<file path="src/rtl/mips_pkg.sv">
// Shared constants for the boot loader and instruction memory.
// Latency: n/a (package only).
// Backpressure: n/a.
// Contents: loader FSM state encoding, bytes per IMEM word, default IMEM depth.
package mips_pkg;

    localparam int WORD_BYTES = 4;
    localparam int IMEM_DEPTH = 256;

    typedef enum logic [2:0] {
        IDLE  = 3'd0,
        HDR   = 3'd1,
        LOAD  = 3'd2,
        CSUM  = 3'd3,
        DONE  = 3'd4,
        ERROR = 3'd5
    } state_t;

endpackage

</file>
<file path="src/rtl/imem_loader_byte_packer.sv">
// Packs a byte stream MSB-first into 32-bit words and flags the 4th byte.
// Latency: combinational word/word_done on the 4th byte; history registered per accepted byte.
// Backpressure: none; it consumes whatever 'take' presents, one byte per cycle.
// Ports:
//   clk, rst_n   clock and asynchronous active-low reset
//   clr          synchronous clear of byte count and history
//   take         a byte transfers this cycle
//   din          the byte
//   word         assembled big-endian word (valid when word_done)
//   word_done    take on the last byte of a word
module imem_loader_byte_packer
    import mips_pkg::*;
(
    input  logic        clk,
    input  logic        rst_n,
    input  logic        clr,
    input  logic        take,
    input  logic [7:0]  din,
    output logic [31:0] word,
    output logic        word_done
);

    localparam int CW = $clog2(WORD_BYTES);

    logic [CW-1:0] cnt;
    // Only three bytes of history are needed: the 4th byte goes straight
    // into the output word on the edge it arrives.
    logic [23:0]   sr;

    always_ff @(posedge clk or negedge rst_n) begin
        if (!rst_n) begin
            cnt <= '0;
            sr  <= '0;
        end else if (clr) begin
            cnt <= '0;
            sr  <= '0;
        end else if (take) begin
            cnt <= cnt + CW'(1);
            sr  <= {sr[15:0], din};
        end
    end

    assign word      = {sr, din};
    assign word_done = take && (cnt == CW'(WORD_BYTES - 1));

endmodule

</file>
<file path="src/rtl/imem_loader.sv">
// Boot loader: header (16-bit word count) + big-endian image bytes -> IMEM writes, then releases the core.
// Latency: IMEM write strobe the cycle after the 4th byte of each word; cpuRun_out one cycle after DONE.
// Backpressure: byteReady_out depends on state only; sustains one byte per cycle, writes never stall.
// Optional: define IMEM_LOADER_CHECKSUM_EN for a trailing XOR checksum byte (CSUM state).
// Ports:
//   clk, reset                 clock, asynchronous active-low reset
//   start_in                   begin a load (honoured in IDLE/DONE/ERROR)
//   byte_in, byteValid_in,
//   byteReady_out              byte stream handshake
//   imemWrite_out, imemAddr_out,
//   imemData_out               IMEM write port
//   cpuRun_out                 core may run
//   busy_out                   load in progress
//   error_out                  sticky error, cleared by start
module imem_loader
    import mips_pkg::*;
#(
    parameter int          DEPTH     = IMEM_DEPTH,
    parameter logic [31:0] BASE_ADDR = 32'h0000_0000
) (
    input  logic        clk,
    input  logic        reset,
    input  logic        start_in,
    input  logic [7:0]  byte_in,
    input  logic        byteValid_in,
    output logic        byteReady_out,
    output logic        imemWrite_out,
    output logic [31:0] imemAddr_out,
    output logic [31:0] imemData_out,
    output logic        cpuRun_out,
    output logic        busy_out,
    output logic        error_out
);

    localparam int          IW      = $clog2(DEPTH) + 1;
    localparam logic [16:0] DEPTH_W = 17'(DEPTH);

    state_t        state;
    logic          hdr_cnt;
    logic [7:0]    hdr_hi;
    logic [15:0]   word_cnt;
    logic [IW-1:0] word_idx;

    logic          take;
    logic          start_ok;
    logic [15:0]   n_next;
    logic [31:0]   word;
    logic          word_done;
    logic          last_word;

`ifdef IMEM_LOADER_CHECKSUM_EN
    logic [7:0]    csum;
    assign byteReady_out = (state == HDR) || (state == LOAD) || (state == CSUM);
`else
    assign byteReady_out = (state == HDR) || (state == LOAD);
`endif

    assign busy_out  = byteReady_out;
    assign take      = byteValid_in && byteReady_out;
    assign start_ok  = start_in && ((state == IDLE) || (state == DONE) || (state == ERROR));
    assign n_next    = {hdr_hi, byte_in};
    assign last_word = (16'(word_idx) + 16'd1) == word_cnt;

    imem_loader_byte_packer u_packer (
        .clk       (clk),
        .rst_n     (reset),
        .clr       (start_ok),
        .take      (take && (state == LOAD)),
        .din       (byte_in),
        .word      (word),
        .word_done (word_done)
    );

    always_ff @(posedge clk or negedge reset) begin
        if (!reset) begin
            state         <= IDLE;
            hdr_cnt       <= 1'b0;
            hdr_hi        <= '0;
            word_cnt      <= '0;
            word_idx      <= '0;
            imemWrite_out <= 1'b0;
            imemAddr_out  <= BASE_ADDR;
            imemData_out  <= '0;
            cpuRun_out    <= 1'b0;
            error_out     <= 1'b0;
`ifdef IMEM_LOADER_CHECKSUM_EN
            csum          <= '0;
`endif
        end else begin
            imemWrite_out <= 1'b0;
            case (state)
                IDLE, DONE, ERROR: begin
                    if (start_in) begin
                        state      <= HDR;
                        hdr_cnt    <= 1'b0;
                        word_cnt   <= '0;
                        word_idx   <= '0;
                        error_out  <= 1'b0;
                        cpuRun_out <= 1'b0;
`ifdef IMEM_LOADER_CHECKSUM_EN
                        csum       <= '0;
`endif
                    end else if (state == DONE) begin
                        // Registered: rises the cycle after DONE is entered.
                        cpuRun_out <= 1'b1;
                    end
                end
                HDR: begin
                    if (take) begin
`ifdef IMEM_LOADER_CHECKSUM_EN
                        csum <= csum ^ byte_in;
`endif
                        if (!hdr_cnt) begin
                            hdr_hi  <= byte_in;
                            hdr_cnt <= 1'b1;
                        end else begin
                            word_cnt <= n_next;
                            if (n_next == 16'd0) begin
                                state <= DONE;
                            end else if ({1'b0, n_next} > DEPTH_W) begin
                                state     <= ERROR;
                                error_out <= 1'b1;
                            end else begin
                                state <= LOAD;
                            end
                        end
                    end
                end
                LOAD: begin
                    if (take) begin
`ifdef IMEM_LOADER_CHECKSUM_EN
                        csum <= csum ^ byte_in;
`endif
                        if (word_done) begin
                            imemData_out  <= word;
                            imemAddr_out  <= BASE_ADDR + 32'({word_idx, 2'b00});
                            imemWrite_out <= 1'b1;
                            // The HDR range check keeps word_idx <= DEPTH, so it never wraps.
                            word_idx      <= word_idx + IW'(1);
                            if (last_word) begin
`ifdef IMEM_LOADER_CHECKSUM_EN
                                state <= CSUM;
`else
                                state <= DONE;
`endif
                            end
                        end
                    end
                end
`ifdef IMEM_LOADER_CHECKSUM_EN
                CSUM: begin
                    if (take) begin
                        if (byte_in == csum) begin
                            state <= DONE;
                        end else begin
                            state     <= ERROR;
                            error_out <= 1'b1;
                        end
                    end
                end
`endif
                default: state <= IDLE;
            endcase
        end
    end

endmodule

</file>
<file path="config.mk">
export PLATFORM = sky130hd
export DESIGN_NAME = imem_loader
export DESIGN_NICKNAME = d
export VERILOG_FILES = /design/src/rtl/mips_pkg.sv /design/src/rtl/imem_loader_byte_packer.sv /design/src/rtl/imem_loader.sv
export SDC_FILE = /design/constraint.sdc
export NUM_CORES = 1
export LEC_CHECK = 0
export CAP_MARGIN = 20
export CELL_PAD_IN_SITES_DETAIL_PLACEMENT = 1
export CELL_PAD_IN_SITES_GLOBAL_PLACEMENT = 2
export CORE_MARGIN = 2
export CORE_UTILIZATION = 36
export CTS_BUF_LIST = sky130_fd_sc_hd__clkbuf_4
export DETAILED_ROUTE_END_ITERATION = 12
export GPL_TIMING_DRIVEN = 0
export PLACE_DENSITY = 0.93
export SYNTH_ARGS = -nofsm -noshare
export SYNTH_HDL_FRONTEND = slang
export SYNTH_SLANG_ARGS = --single-unit
</file>
<file path="constraint.sdc">
create_clock -name clk -period 2.35 [get_ports clk]
set_input_delay 0.705 -clock clk [delete_from_list [all_inputs] [get_ports clk]]
set_output_delay 0.705 -clock clk [all_outputs]
set_load 0.05 [all_outputs]
</file>
Word level (Yosys, flattened, before mapping)
Index checks and enable logic that the tools add are counted.
- add/subtract/negate cells: 3
- order comparisons: 1
- eq/ne operators: 14
- mux-type cells: 34
- bitwise logic cells: 1
- reductions and logical operators: 22
- operators with widths (cell ; number):
    16-bit 2-to-1 mux ; 3
    24-bit 2-to-1 mux ; 2
    16-bit one-hot mux with 2 select lines ; 1
    9-bit 2-to-1 mux ; 3
    3-bit 2-to-1 mux ; 8
    9-bit one-hot mux with 2 select lines ; 1
    10-bit by 16-bit equality test with 1-bit output ; 1
    16-bit by 9-bit > comparator with 1-bit output (second input constant) ; 1
    16-bit logical NOT ; 1
    2-bit inequality test (second input constant) ; 6
    6-bit AND reduction ; 2
    1-bit 2-to-1 mux ; 11
    9-bit by 1-bit adder with 10-bit output (second input constant) ; 1
    9-bit by 1-bit adder with 9-bit output (second input constant) ; 1
    3-bit one-hot mux with 3 select lines ; 1
    3-bit AND reduction ; 3
    4-bit AND reduction ; 2
    2-bit nonzero test ; 4
    3-bit equality test (second input constant) ; 2
    1-bit logical AND ; 4
    2-bit 2-to-1 mux ; 2
    2-bit by 1-bit inequality test with 1-bit output (second input constant) ; 2
    1-bit one-hot mux with 2 select lines ; 2
    3-bit by 1-bit equality test with 1-bit output (second input constant) ; 1
    other kinds (8) ; 10
- register bits: 107
- input bits: 12
- output and inout bits: 69
- word-level logic and storage cells: 87

Depth between registers and ports, before layout
- depth in word-level cells: 8
- gate-level depth with buffers: 7
- mapped depth without buffers: 6

By module
Synthesis repeated with hierarchy kept, for this count alone.
- cell total of the unflattened synthesis: 528
- area, all modules: 5063.6 um2
- by module, submodules not included (module ; times used ; cells an instance ; area an instance (um2) ; sequential area each (um2)):
    imem_loader ; 1 ; 434 ; 3910.0 ; 2026.9
    imem_loader_byte_packer ; 1 ; 94 ; 1153.6 ; 650.6

Least setup slack after synthesis
No wires, ideal clock.
- kind: reg2out
- start point: register state[0]
- end point: output byteReady_out
- data arrival time: 1.758 ns
- required time: 1.645 ns
- slack: -0.113 ns
- cell stages (with the launch flop): 4
- path buffers: 1
- cell sequence: dfrtp_1 -> nand2b_1 -> a21oi_1 -> buf_4
- longest elaborated chain between the ends: 2
- elaborated cells on any way between the ends: 3
- classes of those cells: 2 x eq/ne; 1 x reduce/logical
- ends and longest elaborated chain (what ; line ; source):
    from (decl) ; imem_loader.sv:38 ; state_t state;
    from (signal assigned) ; imem_loader.sv:76 ; state <= IDLE;
    from (signal assigned) ; imem_loader.sv:94 ; state <= HDR;
    from (signal assigned) ; imem_loader.sv:119 ; state <= DONE;
    3-bit by 1-bit equality test with 1-bit output or 3-bit by 2-bit equality test with 1-bit output (tied branches) ; imem_loader.sv:55 ; assign byteReady_out = (state == HDR) || (state == LOAD);
    1-bit logical OR (*) ; imem_loader.sv:55 ;
    to (decl) ; imem_loader.sv:26 ; output logic byteReady_out,
Every way passes the cells marked *; elsewhere a longest branch is shown, timed or not.

Worst setup path after layout
- start point: input byte_in[6]
- end point: register state[1]
- longest elaborated chain between the ends: 6
- elaborated cells on any way between the ends: 7
- classes of those cells: 1 x order compare; 5 x mux; 1 x reduce/logical
- ends and longest elaborated chain (what ; line ; source):
    from (decl) ; imem_loader.sv:24 ; input logic [7:0] byte_in,
    16-bit by 9-bit > comparator with 1-bit output ; imem_loader.sv:120 ; end else if ({1'b0, n_next} > DEPTH_W) begin
    3-bit 2-to-1 mux ; imem_loader.sv:120 ;
    3-bit 2-to-1 mux (*) ; imem_loader.sv:118 ; if (n_next == 16'd0) begin
    3-bit 2-to-1 mux (*) ; imem_loader.sv:113 ; if (!hdr_cnt) begin
    3-bit 2-to-1 mux (*) ; imem_loader.sv:109 ; if (take) begin
    3-bit one-hot mux with 3 select lines (*) ; imem_loader.sv:91 ; case (state)
    to (signal assigned) ; imem_loader.sv:94 ;
    to (signal assigned) ; imem_loader.sv:119 ;
    to (signal assigned) ; imem_loader.sv:121 ; state <= ERROR;
Every way passes the cells marked *; elsewhere a longest branch is shown, timed or not. The select of a mux whose other input is x is not followed.
A chain may end at the register's enable or synchronous reset.

==> reports/results.ini <==
[outcome]
run_status=completed

[sta]
max_freq_mhz=438
drv_slew=0
finalCritPeriodShare_pct=97.1
setup_viol=0
worst_slew_margin_rel_pct=59.8
grt_setup_unrepaired=no
finalHoldViolations=0
max_slew.worst_pin.slew_ns=0.600
tns_ns=0
skew_ns=0.0238
min_period_ns=2.28

[floorplan]
core-area_um2=13100
dieArea_um2=14200
die_height_um=119
ios=81
initial_core_util_pct=36.4
row_count=42
dieWidth_um=119

[cells_and_area]
final_cells=695
areaGrowthSynthToFinish_pct=20.9
final_area_um2=5760
most-common-layout-cells=dfrtp_1, nand2_1, dlygate4sd2_1
fillers=1450
n_antenna_cell=0
drive_gt1_share_pct=20.4
final_common_cell=dfrtp_1
nets=528

[clock_network]
cts_buffers=9
cts_root_buffer=clkbuf_4
clockBufferDepth=2
cts_sinks=107
post-cts-setup-buffers=0
insertion_delay_ns=0.47
cts-resized-gates=58
cts_tree=done
ctsHtreeMaxLevel=3
holdBufCountCts=0
clk_pin_slew_ns=0.17

[detailed_routing]
drtPass1Iterations=4
post-route-drc-count=0
wl_mm=11.4
drtIter0Drc=211
postRouteAntennaNets=0
num_vias=3420
via_per_inst=4.92
wl_per_cell_um=16.4

[placement]
portBuffers=57
gp_congestion=0.863
dp_hpwl_mm=8.47
dp.cells=679
place_area_um2=5670

[power]
irDropWorstVdd_mv=0.540
total_power_mw=6.15
powerDensity_nw_per_um2=1070
leakagePower_nw=2.92

[worst_setup_path]
cp.arrival_ns=2.68
worstSetupStartpointType=input port
cp.required_ns=2.75
critPathKind=input port to flop
endpoint_kind=flop
critical_path_peak_fanout=5

[global_route]
grt_overflow_total=0
grt_max_degree=75
track_usage_pct=16.8
antenna_found_initial=0
grt_pass1_vias=3580
grt_pass1_wl_mm=19.0

[yosys]
ys_seq_elements=107
async_reset_ff_share_pct=100
synth_cell_types=52
syn_avg_cell_area_um2=11.3
synth_edf_count=0
postSynthCellCount=423
ys_warn_count=0
synthesis.area_um2=4760
ys.flop_type=dfrtp_1
synth_top_area_cell=dfrtp_1
synth_area_leaders=dfrtp_1, a22o_1, nand2_1, mux2_2, buf_4
synth_top_area_share_pct=56.2
yosysSeqAreaShare_pct=56.2

[hold_path]
hold_path_class=input port to async pin

[job]
drv_cap=0

[logic make-up (layout without fill, tap and decap cells)]
kind of cell / after synthesis / after routing / share of synthesized area (%)
other: 1 / 23 / 0.0787
AO/OA/AOI/OAI: 81 / 81 / 13.2
XOR/XNOR: 13 / 13 / 2.39
adder cells (fa/ha/maj): 2 / 2 / 0.525
multiplexers: 26 / 26 / 6.15
buffers and inverters: 51 / 125 / 6.70
flip-flops: 107 / 107 / 56.2
AND/OR/NAND/NOR: 142 / 142 / 14.7
[path summary, 6_finish.rpt]
check / start / endpoint / slack [ns] / cells after the start
worst min register to register: imemData_out[31] / imemData_out[31] / 0.49 / 2
worst min-delay path: reset / imemData_out[20] / 0.16 / 1
worst max register to register: word_idx[0] / state[2] / 0.22 / 7
max in group asynchronous: reset / state[0] / 1.45 / 2
worst max-delay path: byte_in[6] / state[1] / 0.07 / 6
min in group clk: imemData_out[31] / imemData_out[31] / 0.49 / 2
[metal layers]
metal | GRT usage (%) | vias to the layer above | routed length (um)
met3 | 3.11 | 6 | 381
met5 | 0 | - | 0
met4 | 4.09 | 0 | 80
met1 | 23.7 | 1741 | 5410
met2 | 27.0 | 54 | 5540
li1 | - | 1619 | -
[through the flow]
stage	hold WS, ns	utilization [%]	setup WS, ns
CTS	0.154	44.0	0.0520
global route	0.150	44.0	0.0112
detailed placement	0.463	43.3	-0.415
finish	0.160	44.0	0.0675
global placement	0.464	43.1	-3.36
floorplan	0.409	-	0.193
[where the power goes]
part / leakage, nW / internal, mW / switching, mW
clock: 0.0800 / 0.334 / 0.631
combinational: 1.41 / 0.837 / 1.76
sequential: 1.43 / 2.26 / 0.321
[cells in the mapped netlist, drive strengths merged (2+ instances only)]
cell type and instances:
a211oi 2, a21oi 8, a22o 41, and2 2, and3 3, buf 39, clkbuf 9, dfrtp 107
ha 2, inv 3, mux2 26, nand2 86, nand2b 5, nand3 4, nand4 3, nor2 14
nor3 6, nor4 4, nor4b 2, o211ai 2, o21ai 17, o31ai 4, or2 2, or4 4
xnor2 11, xor2 2
[state kept, by name, indices dropped and copies added (netlist names), 2 cells and up]
signal / cells
u_packer.sr: 24
word_cnt: 16
u_packer.cnt: 2
hdr_hi: 8
state: 3
word_idx: 9
imemAddr_out: 9
imemData_out: 32
[area by class of cell]
| cell class | count | area [um2] | share of cell area (%) |
|---|---|---|---|
| Buffer | 48 | 308 | 5.35 |
| Clock buffer | 9 | 67.6 | 1.17 |
| Clock inverter | 7 | 72.6 | 1.26 |
| Inverter | 3 | 11.3 | 0.196 |
| Multi-Input combinational cell | 287 | 1860 | 32.4 |
| Sequential cell | 107 | 2680 | 46.5 |
| Tap cell | 176 | 220 | 3.83 |
| Timing Repair Buffer | 58 | 536 | 9.30 |
[critical path: stages]
cell,delay [ns]
clkdlybuf4s50_1,0.56
or4_1,0.63
o21ai_2,0.22
nand3b_2,0.13
o32ai_2,0.27
o31a_1,0.17
Note: power is estimated with default switching activity, not from simulation.
